--- src/rtl/nco_poly.sv ---
// Polyphonic time-multiplexed NCO: one voice per clock is stepped and
// mixed into a sample produced once per sample tick.
module nco_poly #(
   parameter int VOICES     = 4,
   parameter int PHASE_W    = 16,
   parameter int OUT_W      = 8,
   parameter int SAMPLE_DIV = 3125
) (
   input  logic                                    i_clk,
   input  logic                                    i_rst_n,
   input  logic                                    i_wr_en,
   input  logic [((VOICES > 1) ? $clog2(VOICES) : 1)-1:0] i_voice_sel,
   input  logic                                    i_gate,
   input  logic [1:0]                              i_wave,
   input  logic [PHASE_W-1:0]                      i_step,
   input  logic                                    i_key_sync,
   output logic [OUT_W-1:0]                        o_sample_out,
   output logic                                    o_sample_valid,
   output logic                                    o_overrun
);

   localparam int LV = $clog2(VOICES);
   localparam int VW = (VOICES > 1) ? LV : 1;
   localparam int AW = OUT_W + LV;
   localparam int CW = $clog2(SAMPLE_DIV);

   typedef enum logic [1:0] {
      S_IDLE,
      S_ACCUM,
      S_OUT
   } state_t;

   state_t               r_state;
   state_t               w_state_nxt;
   logic [CW-1:0]        r_cnt;
   logic [VW-1:0]        r_v;
   logic [AW-1:0]        r_acc;
   logic [PHASE_W-1:0]   r_phase [VOICES];
   logic [PHASE_W-1:0]   r_step  [VOICES];
   logic [1:0]           r_wave  [VOICES];
   logic                 r_gate  [VOICES];
   logic [OUT_W-1:0]     r_sample;
   logic                 r_valid;
   logic                 r_overrun;

   logic                 w_tick;
   logic                 w_last;
   logic [PHASE_W-1:0]   w_p;
   logic [OUT_W-1:0]     w_tri;
   logic [OUT_W-1:0]     w_wv;
   logic [AW-1:0]        w_sum;

   assign w_tick = (r_cnt == CW'(SAMPLE_DIV - 1));
   assign w_last = (r_v == VW'(VOICES - 1));

   // wave value of the voice under processing, from its pre-update phase
   always_comb begin
      w_p   = r_phase[r_v];
      w_tri = w_p[PHASE_W-2 -: OUT_W];
      w_wv  = '0;
      if (r_gate[r_v]) begin
         unique case (r_wave[r_v])
            2'd0:    w_wv = w_p[PHASE_W-1 -: OUT_W];
            2'd1:    w_wv = {OUT_W{w_p[PHASE_W-1]}};
            2'd2:    w_wv = w_p[PHASE_W-1] ? ~w_tri : w_tri;
            default: w_wv = '0;
         endcase
      end
      w_sum = r_acc + AW'(w_wv);
   end

   always_comb begin
      w_state_nxt = r_state;
      unique case (r_state)
         S_IDLE:  if (w_tick) w_state_nxt = S_ACCUM;
         S_ACCUM: if (w_last) w_state_nxt = S_OUT;
         S_OUT:   w_state_nxt = S_IDLE;
         default: w_state_nxt = S_IDLE;
      endcase
   end

   always_ff @(posedge i_clk or negedge i_rst_n) begin
      if (!i_rst_n) begin
         r_state   <= S_IDLE;
         r_cnt     <= '0;
         r_v       <= '0;
         r_acc     <= '0;
         r_sample  <= '0;
         r_valid   <= 1'b0;
         r_overrun <= 1'b0;
         for (int i = 0; i < VOICES; i++) begin
            r_phase[i] <= '0;
            r_step[i]  <= '0;
            r_wave[i]  <= '0;
            r_gate[i]  <= 1'b0;
         end
      end else begin
         r_state <= w_state_nxt;
         r_cnt   <= w_tick ? '0 : r_cnt + CW'(1);
         r_valid <= 1'b0;
         if (w_tick && r_state != S_IDLE)
            r_overrun <= 1'b1;
         if (r_state == S_IDLE && w_tick) begin
            r_v   <= '0;
            r_acc <= '0;
         end
         if (r_state == S_ACCUM) begin
            r_acc <= w_sum;
            r_v   <= r_v + VW'(1);
            if (r_gate[r_v])
               r_phase[r_v] <= r_phase[r_v] + r_step[r_v];
            // result is visible in the OUT cycle together with the pulse
            if (w_last) begin
               r_sample <= w_sum[LV +: OUT_W];
               r_valid  <= 1'b1;
            end
         end
         // host write last so key sync wins over the phase step
         if (i_wr_en) begin
            r_gate[i_voice_sel] <= i_gate;
            r_wave[i_voice_sel] <= i_wave;
            r_step[i_voice_sel] <= i_step;
            if (i_key_sync)
               r_phase[i_voice_sel] <= '0;
         end
      end
   end

   assign o_sample_out   = r_sample;
   assign o_sample_valid = r_valid;
   assign o_overrun      = r_overrun;

endmodule

--- config.mk ---
export PLATFORM = sky130hd
export DESIGN_NAME = nco_poly
export DESIGN_NICKNAME = d
export VERILOG_FILES = /design/src/rtl/nco_poly.sv
export SDC_FILE = /design/constraint.sdc
export NUM_CORES = 1
export LEC_CHECK = 0
export ABC_CLOCK_PERIOD_IN_PS = 3330
export BUFFER_PORTS_ARGS = -buffer_cell sky130_fd_sc_hd__buf_2
export CAP_MARGIN = 40
export CELL_PAD_IN_SITES_DETAIL_PLACEMENT = 1
export CELL_PAD_IN_SITES_GLOBAL_PLACEMENT = 1
export CORE_ASPECT_RATIO = 2
export CORE_MARGIN = 2
export CORE_UTILIZATION = 46
export CTS_BUF_LIST = sky130_fd_sc_hd__clkbuf_8 sky130_fd_sc_hd__clkbuf_16
export CTS_CLUSTER_DIAMETER = 200
export DETAILED_ROUTE_END_ITERATION = 12
export GPL_TIMING_DRIVEN = 0
export PLACE_DENSITY = 0.8
export SLEW_MARGIN = 30
export SYNTH_ARGS = -nofsm -noshare
export SYNTH_HDL_FRONTEND = slang
export SYNTH_SLANG_ARGS = --single-unit
--- constraint.sdc ---
create_clock -name i_clk -period 3.33 [get_ports i_clk]
set_input_delay 0.666 -clock i_clk [delete_from_list [all_inputs] [get_ports i_clk]]
set_output_delay 0.666 -clock i_clk [all_outputs]
set_load 0.02 [all_outputs]
==> results of run 1 <==
-- worst max-delay path, cell delays in order (launching register included) --
cell      delay [ps]
dfrtp_2          450
buf_8            190
mux2i_1          220
nand2_1           80
o21ai_0          150
buf_4            250
nand2_2          140
o21ai_1          180
a22o_1           180
and2_4           160
ha_4             200
a211oi_2         210
nor2_2            80
nor4_2           290
a21oi_2           80
a21oi_2          140
xnor2_1           90
mux2_2           270
-- kinds of logic after synthesis --
kind of cell    share of synthesized area [%]
fa+ha+maj                                4.42
buf+inv                                  2.73
flops                                    48.3
xor+xnor                                 3.74
simple gates                             11.9
compound gates                           9.90
mux                                      19.1
-- state kept, by name, summed over array words and instances, names as in the netlist --
register and count:
r_wave 8, r_acc 10, r_cnt 12, o_sample_valid 1, r_step 64, r_state 2, r_phase 64, o_sample_out 8
r_v 2, o_overrun 1, r_gate 4
-- where the power goes --
part	total, mW	switching [mW]	internal [mW]
clock network	2.01	0.870	1.14
registers	2.46	0.114	2.34
logic	1.01	0.526	0.487
-- path summary, 6_finish.rpt --
| path | start | end | slack, ps | cells after the start |
|---|---|---|---|---|
| hold reg to reg | o_overrun | o_overrun | 470 | 1 |
| max in group asynchronous | i_rst_n | r_step[23] | 1680 | 4 |
| setup / recovery | r_v[1] | o_sample_out[5] | -150 | 17 |
| min in group asynchronous | i_rst_n | r_phase[11] | 610 | 2 |
| setup reg to reg | r_v[1] | o_sample_out[5] | -150 | 17 |
| hold / removal | o_overrun | o_overrun | 470 | 1 |
-- routing by layer --
layer,global-route usage [%],share of wire (%)
met1,25.8,34
met2,50.0,56
met3,5.18,3.2
met4,15.7,7.1
met5,0,0
-- final cells by class --
cell class | count | area share, %
Clock buffer | 19 | 4.02
Sequential cell | 176 | 39.1
Inverter | 14 | 0.467
Clock inverter | 13 | 1.20
Buffer | 38 | 2.63
Multi-Input combinational cell | 569 | 44.1
Timing Repair Buffer | 83 | 5.56
Tap cell | 259 | 2.88
-- per-stage QoR --
stage | util (%) | hold WS [ps] | std cells
2_1_floorplan | - | 370 | 797
3_3_place_gp | 49.7 | 453 | 1090
3_5_place_dp | 50.0 | 461 | 1092
4_1_cts | 55.6 | 465 | 1147
5_1_grt | 58.2 | 485 | 1171
6_report | 58.2 | 471 | 1171
-- cells in the final DEF, fill, tap and decap left out, drive strengths merged, types with 5 or more instances in the layout --
| cell type | netlist | routed |
|---|---|---|
| dfrtp | 176 | 176 |
| buf | 23 | 104 |
| mux2 | 84 | 84 |
| nand2 | 81 | 81 |
| nor2 | 70 | 70 |
| a21oi | 62 | 62 |
| o21ai | 40 | 40 |
| clkbuf | 15 | 35 |
| mux4 | 34 | 34 |
| ha | 29 | 29 |
| nand3 | 23 | 23 |
| xnor2 | 23 | 23 |
| inv | 13 | 15 |
| xor2 | 13 | 13 |
| a211oi | 12 | 12 |
| a22o | 10 | 10 |
| a21o | 10 | 10 |
| and2 | 10 | 10 |
| nor2b | 8 | 8 |
| nor3 | 7 | 7 |
| o22ai | 6 | 6 |
| clkinvlp | 0 | 5 |
| and3 | 5 | 5 |
| clkinv | 1 | 5 |
| nor3b | 5 | 5 |
-- repair_timing --
| item | CTS | global route |
|---|---|---|
| endpoints found under the hold margin | 8 | 0 |
| hold buffers | 1 | 0 |
| resized for setup | 69 | 69 |
| pin swaps | 14 | 22 |
| setup endpoints to repair | 71 | 48 |
| buffers inserted | 22 | 23 |
| cloned | 0 | 0 |
==> metrics.yaml, run 1 <==
status: "finished, violations left"
violations: "setup timing"
fmax_ghz: 0.288
synthCells: 797
cts_root_buf: "clkbuf_16"
seq_area_frac_synth_pct: 48.3
cp-end-kind: "register"
numPortBuffers: 34
power_mw: 5.48
clk_pin_slew_ps: 70
register_area_um2: 4410
hold_viol: 0
finalWirelength_um: 28400
die_w_um: 104
clkLatencyLatePin_ps: 450
h-tree-depth: 4
synthTopCellsByCount: "176 x dfrtp_1, 84 x mux2_2, 77 x nand2_1"
async_reset_ff_share_pct: 100
start_util_pct: 47.1
cts_tree: "done"
dieArea_um2: 21000
antenna_cells: 0
rows: 72
chipHeight_um: 203
gp_congestion: 0.919
critical_path.max_fanout: 10
cts_buffers: 17
ant_nets: 0
cts.path.max_buffers: 2
synth_top_area_cell: "dfrtp_1"
critPathArrivalTime_ps: 3820
drt_pass1_iterations: 4
ys_types: 57
cts.sinks: 176
final_net_count: 955
p_per_area_nw_per_um2: 487
place_area_um2: 9690
area_growth_pct: 23.5
num_vias: 7003
start_kind: "register"
grt_max_degree: 86
drv_cap: 0
antenna_found_initial: 0
skew_ps: 13.9
multi_input_area_um2: 4970
dpl.hpwl_um: 17900
ioPinCount: 35
max-vdd-ir-drop_mv: 0.397
post-synth-top-count-cell: "dfrtp_1"
num-fill-cells: 1989
final_layout_size_suffix_gt1_share_pct: 37.1
drtIter0Drc: 328
maxSlewViolCount: 0
grt-ovfl-total: 0
slew_headroom_pct: 45.8
cp.required_ps: 3670
grt_pass1_vias: 7746
design_area_um2: 11300
avgSynthCellArea_um2: 11.4
period_minus_slack_ps: 3480
cellLeakagePower_nw: 4.90
fin_setup_tns_ps: -1570
dp_slack_ps: -1330
grt_pass1_wl_um: 42000
ys_seq_elements: 176
yosysWarnings: 0
route.detailed.drc: 0
synth_area_um2: 9120
fin_crit_sh_pct: 104
synthTopCellsByArea: "dfrtp_1 48%, mux2_2 10%, mux4_2 7.9%"
rsz0062_at_grt: "true"
fin_ws_ps: -148
vias_per_cell: 5.98
min_path_type: "register to register"
grt_usage_pct: 26.2
synth_ff_type: "dfrtp_1"
core_um2: 19400
syn_nets: 853
tightest_slew_ps: 813
finalSetupViolCount: 27
synth_top_area_share_pct: 48.3
wl_per_cell_um: 24.2
crit_type: "register to register"
synth_edf_count: 0
No activity file was read; power rests on OpenSTA's default activity.
==> inputs of run 2 (changes only) <==
--- a/config.mk
+++ b/config.mk
@@ -18,6 +18,7 @@
 export DETAILED_ROUTE_END_ITERATION = 12
 export GPL_TIMING_DRIVEN = 0
 export PLACE_DENSITY = 0.8
+export SKIP_LAST_GASP = 1
 export SLEW_MARGIN = 30
 export SYNTH_ARGS = -nofsm -noshare
 export SYNTH_HDL_FRONTEND = slang
==> metrics.yaml, run 2 (synthesis results as in run 1) <==
status: "finished, violations left"
violations: "setup timing"
dpl.hpwl_um: 17900  # unchanged
max-vdd-ir-drop_mv: 0.415  # +4.6%
r2r_cells: 13  # -4
dieArea_um2: 21000  # unchanged
grt_pass1_wl_um: 41400  # -1.4%
utilization_pct: 59.0  # +0.83 points
grtUsageMet1_pct: 25.5  # -0.27 points
placedCellCount: 1092  # unchanged
place_area_um2: 9690  # unchanged
cellLeakagePower_nw: 4.93  # +0.50%
num_vias: 7092  # +1.3%
crit_type: "register to register"
finalWirelength_um: 29400  # +3.7%
start_util_pct: 47.1  # unchanged
gp_congestion: 0.919  # unchanged
antenna_cells: 0  # unchanged
drtIter0Drc: 403  # +23%
grt_usage_pct: 25.9  # -0.32 points
rows: 72  # unchanged
chipHeight_um: 203  # unchanged
wl_per_cell_um: 25.1  # +3.4%
skew_ps: 14.9  # +1.03 ps
clk_pin_slew_ps: 70  # about the same
holdWs_ps: 471  # +0.353 ps
fmax_ghz: 0.283  # -1.7%
core_um2: 19400  # unchanged
cts_tree: "done"
maxSlewViolCount: 0  # unchanged
crit_end: "r_phase[47]"
rsz0062_at_grt: "true"
grt_max_degree: 86  # unchanged
route.detailed.drc: 0  # unchanged
top_usage_layer: "met2"
cts_buffers: 17  # unchanged
cp.required_ps: 3700  # +30 ps
start_kind: "register"
ant_nets: 0  # unchanged
reg.largest.list: "r_phase (64), r_step (64), r_cnt (12)"
finalSetupViolCount: 19  # -30%
met3_usage_pct: 4.89  # -0.29 points
hold_viol: 0  # unchanged
design_area_um2: 11400  # +1.4%
crit_chain: "buf_12, buf_12, buf_8, mux4_2, ha_1, inv_1, o21ai_0, o2111ai_2, a31oi_4, nor2_2, xnor2_2, buf_6, a211oi_2"
crit_start: "r_v[0]"
clkLatencyLatePin_ps: 460  # about the same
die_w_um: 104  # unchanged
tightest_slew_ps: 828  # +14.9 ps
worst_path_most_repeated_cell: "buf_12"
fin_crit_sh_pct: 106  # +1.8 points
drt_pass1_iterations: 5  # +1
ioPinCount: 35  # unchanged
vias_per_cell: 6.04  # +1.0%
r2r_slack_ps: -210  # -60 ps
numPortBuffers: 34  # unchanged
slowest_stage: "mux4_2"
critical_path.max_fanout: 10  # unchanged
cts.sinks: 176  # unchanged
cts.path.max_buffers: 2  # unchanged
area_growth_pct: 25.2
p_per_area_nw_per_um2: 483  # -0.84%
final_layout_size_suffix_gt1_share_pct: 38.9  # +1.8 points
grt-ovfl-total: 0  # unchanged
min_path_type: "register to register"
final_cell_count_no_fill: 1174  # +0.26%
critPathArrivalTime_ps: 3910  # +90 ps
timing.rr.end: "r_phase[47]"
drv_cap: 0  # unchanged
timing.rr.start: "r_v[0]"
fin_ws_ps: -209  # -61.3 ps
period_minus_slack_ps: 3540  # +61.3 ps
cts_root_buf: "clkbuf_16"
antenna_found_initial: 0  # unchanged
critical-path-max-stage-delay_ps: 570  # +120 ps
final_cell_mix: "175 x dfrtp_1, 84 x mux2_2, 73 x nand2_1, 61 x nor2_1, 46 x a21oi_1"
layout_commonest_cell: "dfrtp_1"
h-tree-depth: 4  # unchanged
met2_usage_pct: 49.5  # -0.54 points
slew_headroom_pct: 44.8  # -0.99 points
cp-end-kind: "register"
grt_pass1_vias: 7670  # -0.98%
final_net_count: 958  # +0.31%
==> run 2: cell count changes in the layout (fill, tap and decap cells not counted), moves of 2 or more <==
cell / change
buf_6: +2
ha_1: -2
a21oi_2: +4
nor2_4: +4
nor2_2: +2
o21ai_0: -2
nor2_1: -6
ha_4: +2
a21oi_1: -4
==> run 2: worst min-delay path by stage <==
stage	cells after the start	start	end
final	1	o_overrun	o_overrun
after global routing	2	i_step[1]	r_step[33]
after CTS	2	i_step[10]	r_step[10]
after detailed placement	1	o_overrun	o_overrun
after global placement	1	o_overrun	o_overrun
after floorplan	0	i_rst_n	o_overrun
==> run 2: what timing repair did <==
item,CTS,global route
hold endpoints to repair,8,0
hold buffers,1,0
setup buffers,22,24
endpoints found under the setup margin,71,49
pin swaps,14,42
gates cloned,0,1
gates resized for setup,60,103
==> run 2: power breakdown <==
part | switching (mW) | internal [mW]
clock network | 0.879 | 1.14
logic | 0.543 | 0.489
registers | 0.117 | 2.34
==> run 2: worst max-delay path, delay by kind of cell (launching register included) <==
family	cells	cell delay, ps
fa+ha+maj	1	390
buf+inv	5	750
compound gates	4	1100
mux	1	570
simple gates	1	80
xor+xnor	1	140
flops	1	410
==> run 2: layout make-up <==
type | instances | area, µm²
Sequential cell | 176 | 4410
Clock buffer | 19 | 453
Tap cell | 259 | 324
Inverter | 14 | 52.6
Multi-Input combinational cell | 569 | 5070
Clock inverter | 13 | 135
Timing Repair Buffer | 86 | 687
Fill cell | 1983 | 7940
Buffer | 38 | 297
==> run 2: metal layers <==
layer	vias to the layer above	routed length, µm
met3	126	1080
li1	3054	-
met2	246	16300
met5	-	0
met1	3666	9730
met4	0	2300
==> run 2: per-stage QoR <==
| stage | worst slack [ps] | setup TNS [ps] | power (mW) |
|---|---|---|---|
| 2_1_floorplan | 11.8 | 0 | 2.98 |
| 3_3_place_gp | -1260 | -261140 | 3.20 |
| 3_5_place_dp | -1330 | -51190 | 3.25 |
| 4_1_cts | -75.6 | -458 | 5.37 |
| 5_1_grt | -334 | -5370 | 5.71 |
| 6_report | -209 | -1720 | 5.51 |
==> inputs of run 3 (changes only) <==
--- a/config.mk
+++ b/config.mk
@@ -5,19 +5,19 @@
 export SDC_FILE = /design/constraint.sdc
 export NUM_CORES = 1
 export LEC_CHECK = 0
-export ABC_CLOCK_PERIOD_IN_PS = 3330
+export ABC_CLOCK_PERIOD_IN_PS = 3900
 export BUFFER_PORTS_ARGS = -buffer_cell sky130_fd_sc_hd__buf_2
 export CAP_MARGIN = 40
 export CELL_PAD_IN_SITES_DETAIL_PLACEMENT = 1
 export CELL_PAD_IN_SITES_GLOBAL_PLACEMENT = 1
 export CORE_ASPECT_RATIO = 2
 export CORE_MARGIN = 2
-export CORE_UTILIZATION = 46
+export CORE_UTILIZATION = 50
 export CTS_BUF_LIST = sky130_fd_sc_hd__clkbuf_8 sky130_fd_sc_hd__clkbuf_16
 export CTS_CLUSTER_DIAMETER = 200
 export DETAILED_ROUTE_END_ITERATION = 12
 export GPL_TIMING_DRIVEN = 0
-export PLACE_DENSITY = 0.8
+export PLACE_DENSITY = 0.82
 export SKIP_LAST_GASP = 1
 export SLEW_MARGIN = 30
 export SYNTH_ARGS = -nofsm -noshare
==> constraint.sdc (replaced) <==
create_clock -name i_clk -period 3.9 [get_ports i_clk]
set_input_delay 0.78 -clock i_clk [delete_from_list [all_inputs] [get_ports i_clk]]
set_output_delay 0.78 -clock i_clk [all_outputs]
set_load 0.02 [all_outputs]
==> metrics.yaml, run 3 (synthesis results as in run 1) <==
crit_type: "register to register"
p_switching_mw: 1.26  # -18%
slew_headroom_pct: 40.5  # -4.3 points
clkLatencyLatePin_ps: 450  # about the same
r2r_cells: 12  # -1
die_w_um: 99.5  # -3.9%
cts_buffers: 17  # unchanged
hold_viol: 0  # unchanged
p_per_area_nw_per_um2: 450  # -6.8%
grt_usage_pct: 29.8  # +3.8 points
cp.required_ps: 4240  # +540 ps
dpl.hpwl_um: 19500  # +9.0%
drt_pass1_iterations: 4  # -1
maxSlewViolCount: 0  # unchanged
crit_end: "r_phase[63]"
start_util_pct: 51.1  # +3.9 points
placedCellCount: 1046  # -4.2%
cts.sinks: 176  # unchanged
crit_start: "r_v[1]"
met3_usage_pct: 4.26  # -0.63 points
grt-ovfl-total: 0  # unchanged
tightest_slew_ps: 893  # +64.2 ps
final_net_count: 909  # -5.1%
critical_path.max_fanout: 10  # unchanged
cellLeakagePower_nw: 4.62  # -6.4%
grt_pass1_wl_um: 43500  # +5.1%
crit_cells: 12  # -1
clk_pin_slew_ps: 70  # about the same
met2_usage_pct: 56.1  # +6.6 points
critPathArrivalTime_ps: 4140  # +230 ps
numPortBuffers: 34  # unchanged
cts_root_buf: "clkbuf_16"
fin_crit_sh_pct: 97.4  # -8.9 points
cts_tree: "done"
power_mw: 4.66  # -15%
p_sw_share_pct: 26.9  # -0.99 points
dp_slack_ps: -802  # +524 ps
cp_top_family: "buffers and inverters"
fmax_ghz: 0.263  # -6.9%
cts.path.max_buffers: 2  # unchanged
combPwrFrac_pct: 15.1  # -3.6 points
slowest_stage: "or4_4"
worst_path_most_repeated_cell: "buf_4"
num_vias: 6767  # -4.6%
top_usage_layer: "met2"
vias_per_cell: 6.28  # +3.9%
ant_nets: 0  # unchanged
drv_cap: 0  # unchanged
cp-end-kind: "register"
place_area_um2: 9630  # -0.66%
final_layout_size_suffix_gt1_share_pct: 26.9  # -12 points
period_minus_slack_ps: 3800  # +260 ps
rows: 69  # -4.2%
core_um2: 17900  # -7.7%
finalSetupViolCount: 0  # -19
utilization_pct: 58.0  # -0.99 points
antenna_cells: 0  # unchanged
grtUsageMet1_pct: 30.2  # +4.7 points
route.detailed.drc: 0  # unchanged
design_area_um2: 10400  # -9.3%
finalWirelength_um: 27600  # -6.2%
layout_commonest_cell: "dfrtp_1"
start_kind: "register"
antenna_found_initial: 0  # unchanged
timing.rr.end: "r_phase[63]"
max-vdd-ir-drop_mv: 0.288  # -31%
critical-path-max-stage-delay_ps: 560  # about the same
drtIter0Drc: 367  # -8.9%
grt_pass1_vias: 7956  # +3.7%
dieArea_um2: 19400  # -7.8%
r2r_slack_ps: 100  # +310 ps
fin_ws_ps: 100  # +310 ps
p_clk_share_pct: 39.7  # +3.1 points
gp_congestion: 0.928  # +0.97%
status: "complete, no violations"
grt_max_degree: 93  # +8.1%
internal_power_mw: 3.41  # -14%
crit_chain: "buf_6, buf_4, clkbuf_2, mux4_2, ha_1, nand3_1, or4_4, a31oi_1, nor2_1, xnor2_2, buf_4, a211oi_1"
final_cell_count_no_fill: 1078  # -8.2%
h-tree-depth: 4  # unchanged
cts-hold-fix-buffers: 0  # -1
chipHeight_um: 195  # -4.0%
seqPwrFrac_pct: 45.2  # +0.6 points
skew_ps: 11.9  # -3.02 ps
timing.rr.start: "r_v[1]"
cp.buffers_inverters: 4  # -1
ioPinCount: 35  # unchanged
min_path_type: "primary input to asynchronous set/reset pin"
reg.largest.list: "r_phase (64), r_step (64), r_cnt (12)"
area_growth_pct: 13.6
final_cell_mix: "175 x dfrtp_1, 84 x mux2_2, 76 x nand2_1, 70 x nor2_1, 59 x a21oi_1"
wl_per_cell_um: 25.6  # +2.2%
==> run 3: worst register-to-register path, stage by stage (launching register included) <==
cell and delay, ps:
dfrtp_1 460, buf_6 210, buf_4 250, clkbuf_2 380, mux4_2 420, ha_1 440, nand3_1 140, or4_4 560
a31oi_1 170, nor2_1 90, xnor2_2 130, buf_4 160, a211oi_1 260
==> run 3: power by group through the flow <==
stage	Combinational (mW)	Clock, mW	Sequential, mW
final	0.704	1.85	2.11
after detailed placement	0.666	0	2.13
after CTS	0.693	1.87	2.10
after global placement	0.607	0	2.10
after floorplan	0.455	0	2.09
after global routing	0.758	1.92	2.12
==> run 3: how the worst min path moves through the flow <==
| stage | start | end |
|---|---|---|
| after floorplan | r_state[1] | r_state[0] |
| after global placement | o_overrun | o_overrun |
| after detailed placement | o_sample_out[6] | o_sample_out[6] |
| after CTS | i_rst_n | r_cnt[3] |
| after global routing | i_rst_n | r_cnt[3] |
| final | i_rst_n | r_phase[2] |
==> run 3: what timing repair did <==
action,4_1_cts,5_1_grt
setup endpoints to repair,58,20
resized for setup,20,14
pin swaps,1,0
buffers inserted,1,0
==> run 3: per-stage QoR <==
stage | setup TNS [ps] | hold slack (ps)
finish | 0 | 139
global route | -0.828 | 147
CTS | 0 | 139
detailed placement | -24570 | 478
global placement | -92420 | 459
floorplan | 0 | 449
==> run 3: per-layer routing <==
layer | wire length [µm] | part of all wire [%] | vias up
met5 | 0 | 0 | -
met4 | 1490 | 5.4 | 0
met3 | 821 | 3.0 | 95
met2 | 15800 | 57 | 184
met1 | 9490 | 34 | 3531
li1 | - | - | 2957
==> run 3: area by class of cell <==
class                      count  area [µm²]
fill                        1846        7510
multi-input combinational    569        4530
sequential                   176        4410
clock buffer                  18         439
tap                          213         267
timing repair buffer          37         243
buffer                        38         241
clock inverter                13         184
inverter                      14        52.6
